**src/rtl/rs_alu_scheduler.sv**
```systemverilog
// Reservation station for the ALU. It holds dispatched instructions until both operands are
// ready, snoops two result buses, and issues one instruction per cycle, lowest index first.
module rs_alu_scheduler #(
    parameter int RS_SIZE = 8,
    parameter int TAG_W   = 4,
    parameter int OP_W    = 6
) (
    input  logic             clk_in,
    input  logic             rst_n_in,
    input  logic             rdy_in,
    input  logic             rob_clear_in,
    input  logic             dispatch_signal_in,
    input  logic [OP_W-1:0]  dispatch_op_in,
    input  logic [31:0]      dispatch_imm_in,
    input  logic [31:0]      dispatch_pc_in,
    input  logic [31:0]      dispatch_rs1val_in,
    input  logic [31:0]      dispatch_rs2val_in,
    input  logic             dispatch_rs1ready_in,
    input  logic             dispatch_rs2ready_in,
    input  logic [TAG_W-1:0] dispatch_rs1tag_in,
    input  logic [TAG_W-1:0] dispatch_rs2tag_in,
    input  logic [TAG_W-1:0] dispatch_dest_in,
    input  logic             alu_broadcast_in,
    input  logic [TAG_W-1:0] alu_tag_in,
    input  logic [31:0]      alu_result_in,
    input  logic             lsb_broadcast_in,
    input  logic [TAG_W-1:0] lsb_tag_in,
    input  logic [31:0]      lsb_result_in,
    output logic             full_out,
    output logic             alu_calculate_signal_out,
    output logic [OP_W-1:0]  alu_op_out,
    output logic [31:0]      alu_imm_out,
    output logic [31:0]      alu_pc_out,
    output logic [31:0]      alu_rs1val_out,
    output logic [31:0]      alu_rs2val_out,
    output logic [TAG_W-1:0] alu_dest_out
);

    localparam int IDX_W = (RS_SIZE > 1) ? $clog2(RS_SIZE) : 1;

    typedef struct packed {
        logic        hit;
        logic [31:0] val;
    } wake_t;

    logic [RS_SIZE-1:0] busy, rdy1, rdy2;
    logic [OP_W-1:0]    op_q   [RS_SIZE];
    logic [31:0]        imm_q  [RS_SIZE];
    logic [31:0]        pc_q   [RS_SIZE];
    logic [31:0]        val1_q [RS_SIZE];
    logic [31:0]        val2_q [RS_SIZE];
    logic [TAG_W-1:0]   dest_q [RS_SIZE];
    logic [TAG_W-1:0]   tag1_q [RS_SIZE];
    logic [TAG_W-1:0]   tag2_q [RS_SIZE];

    logic [IDX_W-1:0]   free_idx, issue_idx;
    logic               issue_found;
    logic               do_dispatch;
    wake_t              w1 [RS_SIZE];
    wake_t              w2 [RS_SIZE];
    wake_t              d1, d2;

    // ALU bus wins when both buses carry the same tag.
    function automatic wake_t snoop(input logic [TAG_W-1:0] tag);
        wake_t w;
        w.hit = 1'b0;
        w.val = lsb_result_in;
        if (alu_broadcast_in && alu_tag_in == tag) begin
            w.hit = 1'b1;
            w.val = alu_result_in;
        end else if (lsb_broadcast_in && lsb_tag_in == tag) begin
            w.hit = 1'b1;
        end
        return w;
    endfunction

    assign full_out    = &busy;
    assign do_dispatch = dispatch_signal_in && !full_out;

    // NOTE: every comb output gets a default before the loop, so no latch is inferred.
    always_comb begin
        free_idx    = '0;
        issue_idx   = '0;
        issue_found = 1'b0;
        // Scan high to low so the lowest matching index is the last assignment.
        for (int i = RS_SIZE - 1; i >= 0; i--) begin
            if (!busy[i]) free_idx = IDX_W'(i);
            if (busy[i] && rdy1[i] && rdy2[i]) begin
                issue_idx   = IDX_W'(i);
                issue_found = 1'b1;
            end
        end
    end

    always_comb begin
        for (int i = 0; i < RS_SIZE; i++) begin
            w1[i] = snoop(tag1_q[i]);
            w2[i] = snoop(tag2_q[i]);
        end
        d1 = snoop(dispatch_rs1tag_in);
        d2 = snoop(dispatch_rs2tag_in);
    end

    // NOTE: sequential state uses non-blocking assignments only, so every reader sees pre-edge values.
    always_ff @(posedge clk_in or negedge rst_n_in) begin
        if (!rst_n_in) begin
            busy                     <= '0;
            rdy1                     <= '0;
            rdy2                     <= '0;
            alu_calculate_signal_out <= 1'b0;
            alu_op_out               <= '0;
            alu_imm_out              <= '0;
            alu_pc_out               <= '0;
            alu_rs1val_out           <= '0;
            alu_rs2val_out           <= '0;
            alu_dest_out             <= '0;
        end else if (rob_clear_in) begin
            busy                     <= '0;
            alu_calculate_signal_out <= 1'b0;
        end else if (rdy_in) begin
            alu_calculate_signal_out <= issue_found;
            if (issue_found) begin
                alu_op_out        <= op_q[issue_idx];
                alu_imm_out       <= imm_q[issue_idx];
                alu_pc_out        <= pc_q[issue_idx];
                alu_rs1val_out    <= val1_q[issue_idx];
                alu_rs2val_out    <= val2_q[issue_idx];
                alu_dest_out      <= dest_q[issue_idx];
                busy[issue_idx]   <= 1'b0;
            end
            for (int i = 0; i < RS_SIZE; i++) begin
                if (busy[i] && !rdy1[i] && w1[i].hit) rdy1[i] <= 1'b1;
                if (busy[i] && !rdy2[i] && w2[i].hit) rdy2[i] <= 1'b1;
            end
            if (do_dispatch) begin
                busy[free_idx] <= 1'b1;
                rdy1[free_idx] <= dispatch_rs1ready_in || d1.hit;
                rdy2[free_idx] <= dispatch_rs2ready_in || d2.hit;
            end
        end else begin
            alu_calculate_signal_out <= 1'b0;
        end
    end

    // NOTE: entry payload storage has no reset; busy/ready bits alone decide whether it is meaningful.
    always_ff @(posedge clk_in) begin
        if (rdy_in && !rob_clear_in) begin
            for (int i = 0; i < RS_SIZE; i++) begin
                if (busy[i] && !rdy1[i] && w1[i].hit) val1_q[i] <= w1[i].val;
                if (busy[i] && !rdy2[i] && w2[i].hit) val2_q[i] <= w2[i].val;
            end
            if (do_dispatch) begin
                op_q[free_idx]   <= dispatch_op_in;
                imm_q[free_idx]  <= dispatch_imm_in;
                pc_q[free_idx]   <= dispatch_pc_in;
                dest_q[free_idx] <= dispatch_dest_in;
                tag1_q[free_idx] <= dispatch_rs1tag_in;
                tag2_q[free_idx] <= dispatch_rs2tag_in;
                val1_q[free_idx] <= dispatch_rs1ready_in ? dispatch_rs1val_in : d1.val;
                val2_q[free_idx] <= dispatch_rs2ready_in ? dispatch_rs2val_in : d2.val;
            end
        end
    end

endmodule

```
**config.mk**
```make
export PLATFORM = sky130hd
export DESIGN_NAME = rs_alu_scheduler
export DESIGN_NICKNAME = d
export VERILOG_FILES = /design/src/rtl/rs_alu_scheduler.sv
export SDC_FILE = /design/constraint.sdc
export NUM_CORES = 2
export LEC_CHECK = 0
export CAP_MARGIN = 10
export CELL_PAD_IN_SITES_DETAIL_PLACEMENT = 0
export CELL_PAD_IN_SITES_GLOBAL_PLACEMENT = 2
export CORE_ASPECT_RATIO = 1.75
export CORE_MARGIN = 4
export CORE_UTILIZATION = 41
export CTS_CLUSTER_DIAMETER = 50
export DETAILED_ROUTE_END_ITERATION = 8
export PLACE_DENSITY_LB_ADDON = 0.1
export SLEW_MARGIN = 20
export SYNTH_ARGS = -nofsm -noshare
export SYNTH_HDL_FRONTEND = slang
export SYNTH_SLANG_ARGS = --single-unit
```
**constraint.sdc**
```tcl
create_clock -name clk_in -period 5.5 [get_ports clk_in]
set_clock_uncertainty 0.05 [all_clocks]
set_input_delay 0.825 -clock clk_in [delete_from_list [all_inputs] [get_ports clk_in]]
set_output_delay 0.825 -clock clk_in [all_outputs]
set_load 0.02 [all_outputs]
```
### Word level (Yosys, flattened, before mapping)

Memory sizes are Yosys's and may differ from the RTL's. A register that Yosys moved wholly into a read port is not among the register bits.
Index checks and enable logic that the tools add are counted.

* input port bits: 227
* flip-flop bits (word level): 25
* logic and storage cells: 369
* memory bits (writable): 1168
* output and inout bits: 140
* memories: 8

Memories
* imm_q: words 8, bits a word 32, read ports 1, clocked after memory_dff 1, wr ports 1, RTL line 48 `logic [31:0] imm_q [RS_SIZE];`
* pc_q: words 8, bits a word 32, read ports 1, clocked after memory_dff 1, wr ports 1, RTL line 49 `logic [31:0] pc_q [RS_SIZE];`
* val1_q: words 8, bits a word 32, read ports 1, clocked after memory_dff 1, wr ports 9, RTL line 50 `logic [31:0] val1_q [RS_SIZE];`
* val2_q: words 8, bits a word 32, read ports 1, clocked after memory_dff 1, wr ports 9, RTL line 51 `logic [31:0] val2_q [RS_SIZE];`
* op_q: words 8, bits a word 6, read ports 1, clocked after memory_dff 1, wr ports 1, RTL line 47 `logic [OP_W-1:0] op_q [RS_SIZE];`
* dest_q: words 8, bits a word 4, read ports 1, clocked after memory_dff 1, wr ports 1, RTL line 52 `logic [TAG_W-1:0] dest_q [RS_SIZE];`
* 2 more memories

* bitwise logic cells: 4
* mux-type cells: 195
* reduce and logical (&&, ||, !) cells: 118
* equality and inequality tests: 36
* $lt $le $gt $ge: 4

Operator list (count)
* $mux 32: 20
* $mux 1: 147
* $eq 4x4->1: 36
* $logic_and 1x1->1: 88
* $mux 8: 8
* $mux 3: 16
* $logic_not 1->1: 24
* $bwmux 8: 2
* $and 8x8->8: 1
* $lt 3x4->1 const B: 2
* $not 8->8: 1
* $or 8x8->8: 1
* $reduce_and 8->1: 1
* $demux 1 s3: 2
* $ge 3x1->1 const B: 2
* $reduce_and 3->1: 1
* $logic_or 1x1->1: 2
* $reduce_and 2->1: 1
* $reduce_bool 2->1: 1
* $not 1->1: 1

### Longest topological paths before layout

* depth in word-level cells: 23
* gate-level depth with buffers: 10
* depth with buffers taken out: 6

### Worst setup path after synthesis

No wires, ideal clock.

* path type: input to register
* start: input port alu_tag_in[2]
* end: memory val2_q[0][0], enable pin
* cell stages on the path: 6
* arrival time: 4327 ps
* data required time: 4984 ps
* setup slack: 657 ps
* path buffers: 2
* cells stage by stage: buf_4 xor2_1 nor4_4 buf_2 o21bai_1 o21ai_0

RTL lines
* start, declared: RTL line 24 `input logic [TAG_W-1:0] alu_tag_in,`
* end, declared: RTL line 51

### Worst setup path in the final report

* start: register busy[1]
* end: register alu_pc_out[20] (read register of pc_q)

* cells in the longest elaborated chain, start to end: 5

Ends and longest elaborated chain
* start, declared: RTL line 46 `logic [RS_SIZE-1:0] busy, rdy1, rdy2;`
* start signal, assigned: RTL line 107 `busy <= '0;`
* start signal, assigned: RTL line 118 `busy <= '0;`
* start signal, assigned by index: RTL line 129 `busy[issue_idx] <= 1'b0;`
* $logic_and 1x1->1 (*) (2 in series): RTL line 88 `if (busy[i] && rdy1[i] && rdy2[i]) begin`
* $mux 1 (2 in series): RTL line 88
* $reduce_and 3->1 (no line)
* end, declared: RTL line 33 `output logic [31:0] alu_pc_out,`

Every way passes the cells marked *; elsewhere a longest branch is shown, timed or not.
A chain may end at the register's enable or synchronous reset.

==> results.md <==
* Post-cts resize count at 0
* Sum Neg Setup Slack at 0 ns
* Core area at 155000 um2
* Non-Filler Cell Area, Final at 74700 um2
* Slew @ Worst Pin at 1.07 ns
* Largest net degree at the start of global routing at 128
* Hold-fix buffers, CTS at 0
* Post-synth EDFFs at 1168
* Fin nets at 5690
* Final worst path period need at 3.68 ns
* Port Buffers at 366
* Pre-antenna DRT Iters at 9
* P&R area growth vs syn at 17.1%
* Routed WL at 249000 um
* CTS tree: yes
* Crit Path Category: reg -> reg
* Die area at 162000 um2
* Seq/Total Area, Yosys at 61.4%
* Latest clock arrival within the worst-skew pair at 0.79 ns
* Synth area leaders: edfxtp_1, mux2i_1, dfrtp_1
* Sequential cell area at 39200 um2
* Total number of vias at 47.6k
* CP required at 6.13 ns
* Final instance count without filler cells at 7609
* Clk buf depth at 3
* Postcts setup bufs at 0
* VDD IR-drop max at 0.371 mV
* DP Worst Slack at 1.27 ns
* Num Clock Sinks at 1331
* Unrepaired setup endpoints after global routing: no
* Global-route wire length before repair at 352000 um
* Netlist cell types at 57
* Synthesis-stage register bit count at 1331
* Ports at 367
* Failing checks: design-rule violations
* DP Area at 70000 um2
* Hold Path Class: in -> async
* Mapped cell area at 63800 um2
* Post-route setup slack at 1.82 ns
* Endpoints failing setup at 0
* Die height at 530 um
* Slew Limit Fails at 0
* RePlAce Congestion at 0.793
* Hpwl dp at 136000 um
* Die Width at 306 um
* Avg Cell Area, Syn at 11.9 um2
* Grt total ovfl at 0
* Post-synthesis async set-or-reset flop share at 12.2%
* Syn nets at 5577
* Hold Vio Cnt, Final at 0
* Layout cells sized above 1 at 9.72%
* Via density at 6.25
* Worst-path clk slew at 0.06 ns
* Cell area power density at 342 nW/um2
* Final period util at 66.9%
* Vias in the first global route at 47.2k
* Clock root buffer: clkbuf_16
* Cells after Synth at 5350
* Cell count of the worst reg-to-reg path at 8
* Area occupied by multi-input gates at 22400 um2
* Highest clock rate at 0.272 GHz
* Slew headroom at 28.9%
* Synth warn at 0
* Most frequent cells in the layout: edfxtp_1, nand2_1, o21ai_0
* Outcome: finished with violations
* Yosys top cell area share at 55.0%
* Iter 0 DRT Violations at 5463
* CTS buffer count at 141
* Crit. End Element: register
* Post-layout util at 48.3%
* Arrival time worst endpoint at 4.31 ns
* Largest area contributor in the netlist: edfxtp_1
* Gr usage total at 29.9%
* Placed cells at 7346
* RR Startpoint: busy[1]
* Initial core utilization at 41.2%
* # rows at 191
* Leak at 23.1 nW
* Crit path launch type: register
* Most common cell after layout, fill and taps aside: edfxtp_1
* MaxCap Viol Count at 0
* ANT nets after route at 0
* Reg2Reg Setup Slack at 1.82 ns
* RR Endpoint: alu_pc_out[20]
* Routed wire length per instance at 32.7 um
* CP Max Fanout at 98
* DRC at 1
* Max H-tree Level at 4
* Synth Flop Type: edfxtp_1
* Fill cells at 13.8k
* Initial antenna violation count at 9
## stage by stage
step	hold slack, ns	total power [W]
floorplan	0.449	0.0139
global placement	0.411	0.0160
detailed placement	0.415	0.0161
CTS	0.0536	0.0257
global route	0.0827	0.0263
finish	0.0738	0.0255
## cells by family after synthesis
group	after synthesis	share of synthesized area, %
AND/OR/NAND/NOR	1365	9.48
multiplexers	512	8.04
buffers and inverters	591	4.01
AO/OA/AOI/OAI	1407	15.1
XOR/XNOR	144	1.98
flip-flops	1331	61.4
## flip-flops by register name, indices dropped and copies added, names as in the netlist, 48 cells and up
signal	cells
pc_q	256
val2_q	256
val1_q	256
imm_q	256
op_q	48
## worst max-delay path, cell delays in order, from the launching register on
cell and delay, ns:
dfrtp_1 0.63, nand3_1 0.35, nand2_8 0.64, buf_12 0.58, nor2_4 0.07, buf_4 0.34
a32oi_1 0.27, o21ai_0 0.20, o221a_1 0.28
## Yosys cell counts (8+ instances only)
cell      count
nand3_1     283
o21ai_0     529
a21oi_1     130
buf_4        36
xnor2_1      42
a22oi_1      10
edfxtp_1   1168
nor2_1       82
mux2i_1     512
a31o_2       11
buf_2       161
o221a_1      28
o31ai_1      61
a222oi_1    154
dfrtp_1     163
nand2_1     814
o21ai_1     137
buf_1        36
nor4_4       13
xor2_1      102
o221a_2      50
nor4_1        8
clkbuf_1    344
a32oi_1      78
nor3_1      131
a31oi_2      23
a31oi_1      49
a22o_1      121
## how the worst max path moves through the flow
stage	startpoint	slack [ns]	to
after floorplan	alu_tag_in[2]	0.66	val2_q[0][0]
after global placement	lsb_tag_in[0]	1.22	val2_q[0][15]
after detailed placement	lsb_tag_in[0]	1.27	val2_q[0][18]
after CTS	busy[1]	1.83	full_out
after global routing	busy[1]	1.71	full_out
final	busy[1]	1.82	alu_pc_out[20]
## where the power goes
group	leakage (nW)	switching, W	internal (W)	total (W)
clock network	2.23	0.00425	0.00544	0.00969
registers	12.5	0.000455	0.0115	0.0120
logic	8.32	0.00217	0.00167	0.00383
## cell type report
cell class / count / area share [%]
antenna: 6 / 0.0201
clock buffer: 184 / 5.13
clock inverter: 73 / 1.04
inverter: 13 / 0.112
multi-input combinational: 3428 / 30.0
sequential: 1331 / 52.4
tap: 2026 / 3.39
timing repair buffer: 548 / 7.83
## routing by layer
metal  share of wire [%]  GRT usage, %
met5               0.015             0
met4                 4.3          11.9
met3                 6.6          4.24
met2                  50          52.7
met1                  39          37.0
Note: power is estimated with default switching activity, not from simulation.
